==> config.mk <==
export PLATFORM = sky130hd
export DESIGN_NAME = led_scan_driver
export DESIGN_NICKNAME = d
export VERILOG_FILES = /design/src/rtl/led_scan_driver.sv
export SDC_FILE = /design/constraint.sdc
export NUM_CORES = 1
export LEC_CHECK = 0
export ABC_AREA = 1
export BUFFER_PORTS_ARGS = -buffer_cell sky130_fd_sc_hd__buf_2
export CAP_MARGIN = 5
export CORE_ASPECT_RATIO = 2
export CORE_UTILIZATION = 51
export CTS_CLUSTER_DIAMETER = 30
export DETAILED_ROUTE_END_ITERATION = 8
export PLACE_DENSITY = 0.77
export SYNTH_ARGS = -nofsm -noshare
export SYNTH_HDL_FRONTEND = slang
export SYNTH_SLANG_ARGS = --single-unit
==> constraint.sdc <==
create_clock -name clk -period 1.7 [get_ports clk]
set_input_delay 0.085 -clock clk [delete_from_list [all_inputs] [get_ports clk]]
set_output_delay 0.085 -clock clk [all_outputs]
set_load 0.02 [all_outputs]
==> src/rtl/led_scan_driver.sv <==
// Multiplexed LED bank scanner: BANKS display registers shown one bank at a time,
// with a one-cycle dead slot between banks. Outputs are decoded from registers only.
module led_scan_driver #(
  parameter int BANKS    = 4,
  parameter int PRESCALE = 1024
) (
  input  logic             clk,
  input  logic             rst_n,
  input  logic [7:0]       bus_data,
  input  logic             load_en,
  input  logic [2:0]       load_sel,
  input  logic             blank,
  output logic [7:0]       led_data,
  output logic [BANKS-1:0] bank_sel_n,
  output logic             frame_start
);
  localparam int IW = (BANKS > 1) ? $clog2(BANKS) : 1;

  typedef enum logic {DEAD, SHOW} state_t;

  state_t        r_state;
  logic [IW-1:0] r_idx;
  logic [15:0]   r_cnt;
  logic          r_blank;
  logic          r_frame_start;
  logic [7:0]    r_disp [BANKS];
  logic          w_on;

  always_ff @(posedge clk or negedge rst_n) begin
    if (!rst_n) begin
      r_state       <= DEAD;
      r_idx         <= '0;
      r_cnt         <= '0;
      r_blank       <= 1'b0;
      r_frame_start <= 1'b0;
      for (int b = 0; b < BANKS; b++) r_disp[b] <= 8'h00;
    end else begin
      r_blank <= blank;
      // Selects at or above BANKS match no register and are dropped.
      for (int b = 0; b < BANKS; b++)
        if (load_en && load_sel == 3'(b)) r_disp[b] <= bus_data;
      case (r_state)
        DEAD: begin
          r_state       <= SHOW;
          r_cnt         <= '0;
          r_frame_start <= (r_idx == '0);
        end
        SHOW: begin
          r_frame_start <= 1'b0;
          if (r_cnt == 16'(PRESCALE - 1)) begin
            r_cnt   <= '0;
            r_idx   <= (r_idx == IW'(BANKS - 1)) ? '0 : r_idx + 1'b1;
            r_state <= DEAD;
          end else begin
            r_cnt <= r_cnt + 16'd1;
          end
        end
        default: r_state <= DEAD;
      endcase
    end
  end

  // Blank goes through r_blank so no input reaches the pins combinationally.
  assign w_on        = (r_state == SHOW) && !r_blank;
  assign bank_sel_n  = w_on ? ~(BANKS'(1) << r_idx) : '1;
  assign led_data    = w_on ? r_disp[r_idx] : 8'h00;
  assign frame_start = r_frame_start;
endmodule

# --- Word-level counts from Yosys, hierarchy flattened ---
# Index checks and enable logic that the tools add are counted.
word_totals:
  reg_bits: 53
  in_bits: 15
  output_inout_bits: 13
  word_cells: 41
op_classes:
  n_addsub: 2
  n_lt_le_gt_ge: 1
  eq_ne: 5
  n_shift: 1
  n_mux: 11
  bitwise: 3
  reduce_logical: 9
ops:
  columns: ["operator", "n"]
  rows:
  - ["$pmux W16 S2", 1]
  - ["$mux W8", 3]
  - ["$add A16 B1 Y16 const B", 1]
  - ["$bmux W8 S2", 1]
  - ["$eq A16 B10 Y1 const B", 1]
  - ["$mux W16", 1]
  - ["$eq A3 B2 Y1 const B", 2]
  - ["$logic_and A1 B1 Y1", 5]
  - ["$mux W4", 1]
  - ["$not A4 Y4", 1]
  - ["$pmux W1 S2", 2]
  - ["$shl A1 B2 Y4 const A", 1]
  - ["$eq A3 B1 Y1 const B", 1]
  - ["$ge A3 B3 Y1 const B", 1]
  - ["$logic_not A3 Y1", 1]
  - ["$not A2 Y3", 1]
  - ["$add A2 B1 Y2 const B", 1]
  - ["$eq A2 B2 Y1 const B", 1]
  - ["$logic_not A2 Y1", 1]
  - ["$mux W2", 1]
  - ["$reduce_and A2 Y1", 1]
  - ["$logic_not A1 Y1", 1]
  - ["$mux W1", 1]
  - ["$not A1 Y1", 1]

# --- Depth between registers and ports, before layout ---
depth:
  word_depth: 5
  ltp_mapped: 9
  ltp_nobuf: 9

# --- Least setup slack after synthesis ---
# No wires, ideal clock.
synth_timing:
  path_type: "flip-flop to output port"
  start: "reg r_idx[0]"
  end: "out led_data[6]"
  arrival_time_ps: 1277
  required_ps: 1615
  slack_ps: 338
  stages_incl_launch_ff: 6
  path_cell_list: "dfrtp_1 buf_2 inv_2 buf_2 o21ai_0 a21oi_1"
synth_via:
  elab_chain_len: 5
synth_lines:
  columns: ["item", "line_no", "rtl"]
  rows:
  - ["start, declared", "22", "logic [IW-1:0] r_idx;"]
  - ["start signal, assigned", "52", "r_idx <= (r_idx == IW'(BANKS - 1)) ? '0 : r_idx + 1'b1;"]
  - ["$not A2 Y3 (not written as such)", "66", "assign led_data = w_on ? r_disp[r_idx] : 8'h00;"]
  - ["$bmux W8 S2", "66", null]
  - ["$mux W8 (not written as such) (2 in a row)", "66", null]
  - ["$mux W8", "66", null]
  - ["end, declared", "13", "output logic [7:0] led_data,"]
# Every way passes these cells. The select of a mux whose other input is x is not followed.

# --- Final worst setup path ---
layout_timing:
  start: "reg r_state"
  end: "out led_data[7]"
layout_via:
  elab_chain_len: 2
layout_lines:
  columns: ["item", "line_no", "rtl"]
  rows:
  - ["start, declared", "21", "state_t r_state;"]
  - ["start signal, assigned", "31", "r_state <= DEAD;"]
  - ["start signal, assigned", "44", "r_state <= SHOW;"]
  - ["start signal, assigned", "53", "r_state <= DEAD;"]
  - ["$logic_and A1 B1 Y1", "64", "assign w_on = (r_state == SHOW) && !r_blank;"]
  - ["$mux W8", "66", null]
# Every way passes these cells.

==> impl_results.md <==
- Post-route clock period utilization: about 99%
- Setup Slack @ Placement: 0.186 ns
- Setup TNS: 0 ns
- DIE HEIGHT: ~100 µm
- Power Total: approximately 2.6 mW
- Critical path class: register to output pin
- Register area share after synthesis: roughly half
- Final #Nets: around 380
- Share of power burned in registers: around 58%
- Synth top area share: roughly 50%
- Drt first pass iters: 4
- Distinct cells, synth: 25
- Status: finished, final reports clean
- Main synth FF type: dfrtp_1
- Clk_skew: around 0.0067 ns
- Min-delay worst type: input port to register
- WHS Endpoint: r_disp[11]$_DFFE_PN0P_
- Syn Nets: approximately 350
- Crit path capture type: output pin
- LEAKAGE: approximately 1.5 nW
- Initial Util: ~54%
- # IOs: 28
- Logic gate share of total power: between 10% and 20%
- Clk Latency, worst-skew pair: 0.31 ns
- Cell Int Power: 1.87 mW
- Worst path arrival time: 1.59 ns
- Syn avg cell area: slightly above 8 µm²
- Slew Viols, Final: 0
- Switching part of the total: a little over a quarter
- CP peak stage delay: about 0.46 ns
- Post-DR wirelength/cell: 14.1 µm
- Cell taking the most area after synthesis: dfrtp_1
- Clk Tree Root Cell: clkbuf_8
- Die X-Extent: 52.8 µm
- Yosys reg bits: 53
- Layout cells sized above 1: 20.2%
- Final setup violation count: 0
- Post-synth EDFFs: 0
- Final Hold Fails: 0
- RSZ-0062 raised after global routing: yes
- Final WS setup: roughly 0.024 ns
- Measured slew at the worst slew-check pin: 0.595 ns
- Hold path cells: 3
- Worst Path Max Fanout: 11
- P&R area growth vs syn: 14.3%
- Initial antenna violation count: 0
- Worst Path Required: 1.62 ns
- Power Density: 851 nW/µm²
- Cells after Synth: 325
- Hold Startpoint: bus_data[3]
- Clock share of power: between 20% and 30%
- Layout Cells excl Fill: 418
- Startpoint types: register
- Vias per inst: between 5 and 6
- Count leader, synth: nand2_1
- Largest net degree at the start of global routing: 26
- FF-to-FF End: r_cnt[5]$_DFF_PN0_
- Drt total wl: roughly 6000 µm
- Slowest cell on crit path: dfrtp_2
- # H-tree levels: 2
- Min cycle time layout: between 1.5 and 2 ns
- Number of clock sinks: 53
- # fillers: 450
- DRC viols: 0
- CP delay by family, top: flip-flops
- Post-detail-place hpwl: around 4300 µm
- 1st-iter DRT viols: around 80
- Number of global-route vias before repair: about 2,100
- Core area: between 4000 and 5000 µm²
- Port Buffers: 27
- Via count: 2,195
- Max-cap viol count: 0
- Hold Slack: between 0.07 and 0.08 ns
- Clock tree buffer depth: 2
- Synth cell count leaders: nand2_1, nor2_1, dfrtp_1
- Netlist Area Pre-Place: around 2600 µm²
- Peak supply drop: 826 µV
- Crit-path cells: inv_4 -> nor2_4 -> inv_2 -> a21oi_1 -> buf_4
- Fraction of registers with async set/reset: between 90% and 100%
- RD Place Congestion: between 0.8 and 0.9
- Post-route ant nets: 0
- Slew HR: between 60% and 70%
- Global Route Usage Sum: around a quarter
- First-pass GRT wire length: roughly 9900 µm
- Reg2reg start: r_cnt[0]$_DFF_PN0_
- Clock-pin slew on the worst setup and hold paths: around 0.09 ns
- CTS tree: done
- Total grt overflow: 0
- Cells on worst reg2reg path: 8
- Placed Cells: 404
- CP Buf/Inv Count: 3
- Synth area leaders: dfrtp_1, nand2_1, nor2_1
- ANT cells: 0
- Fmax: about 600 MHz
- Number of cell rows: 36
- Num CTS Buffers: 5
- R2R Setup Slk: 0.31 ns
- Switch Pwr: about 690 µW
- Ys Warns: 0
- Die ar.: between 5000 and 6000 µm²
worst max path at each step:
stage,slack [ns],cells after the start,from,endpoint
after floorplan,0.34,5,r_idx[0]$_DFFE_PN0P_,led_data[6]
after global placement,0.18,5,r_state$_DFF_PN0_,led_data[3]
after detailed placement,0.19,5,r_state$_DFF_PN0_,led_data[3]
after CTS,0.02,5,r_state$_DFF_PN0_,led_data[7]
after global routing,-0.01,6,r_idx[0]$_DFFE_PN0P_,led_data[6]
final,0.02,5,r_state$_DFF_PN0_,led_data[7]
cells by family after synthesis:
| family | share of synthesized area (%) |
|---|---|
| fa+ha+maj | 2.38 |
| flops | 50.5 |
| xor+xnor | 2.00 |
| simple gates | 28.1 |
| compound gates | 11.1 |
| buf+inv | 5.86 |
flip-flops by register name, summed over array words and instances (netlist names):
name         count
r_idx            2
r_blank          1
frame_start      1
r_cnt           16
r_disp          32
r_state          1
metal layers:
metal / share of wire (%) / up-vias / track usage [%]
li1: - / 1101 / -
met1: 37 / 1013 / 27.7
met4: 2.2 / 0 / 8.65
met3: 4.5 / 11 / 4.55
met5: 0 / - / 0
met2: 57 / 70 / 44.8
what timing repair did:
action,in CTS,in global routing
gates resized for setup,5,9
endpoints found under the setup margin,10,8
buffers inserted,0,5
pin swaps,0,4
endpoints found under the hold margin,24,0
hold buffers,2,0
layout by cell type (no fill, tap or decap), types with 2 or more instances in the layout:
| master | n |
|---|---|
| nand4_1 | 5 |
| dlygate4sd3_1 | 2 |
| nand2_1 | 72 |
| xor2_1 | 4 |
| buf_4 | 11 |
| inv_1 | 20 |
| clkbuf_8 | 6 |
| inv_4 | 2 |
| nor2_4 | 5 |
| a21oi_1 | 7 |
| o21ai_1 | 41 |
| nor2_1 | 62 |
| xnor2_1 | 2 |
| nand3_1 | 6 |
| nor2_2 | 5 |
| dfrtp_2 | 3 |
| nand3_2 | 3 |
| inv_2 | 5 |
| o21ai_0 | 8 |
| dfrtp_1 | 50 |
| ha_1 | 5 |
| buf_2 | 23 |
| nand2_2 | 4 |
layout make-up:
class / instances / area (µm²) / share of cell area, %
clock buffer: 7 / 86.3 / 2.87
inverter: 28 / 111 / 3.71
multi-input combinational: 235 / 1160 / 38.5
sequential: 53 / 1330 / 44.3
tap: 57 / 71.3 / 2.37
timing repair buffer: 38 / 249 / 8.29
per-stage QoR:
step                      instance area [µm²]  util (%)
final                                    3000      61.2
after detailed placement                 2820      57.4
after global placement                   2820      57.4
after CTS                                2940      59.8
after global routing                     3000      61.2
after floorplan                          2630         -
worst register-to-register path, cell delays in order (launching register included):
cell and delay (ns):
dfrtp_1 0.40, ha_1 0.20, nand2_1 0.08, nor2_2 0.16
nand2_2 0.11, clkinv_2 0.08, nand2_4 0.07, nand2_2 0.12
nor2_1 0.06
power by group through the flow:
| stage | clock, mW | combinational (mW) | sequential [mW] |
|---|---|---|---|
| 2_1_floorplan | 0 | 0.234 | 1.48 |
| 3_3_place_gp | 0 | 0.332 | 1.50 |
| 3_5_place_dp | 0 | 0.342 | 1.51 |
| 4_1_cts | 0.729 | 0.349 | 1.48 |
| 5_1_grt | 0.775 | 0.411 | 1.50 |
| 6_report | 0.719 | 0.356 | 1.48 |
Power figures use the tool's default switching activity.
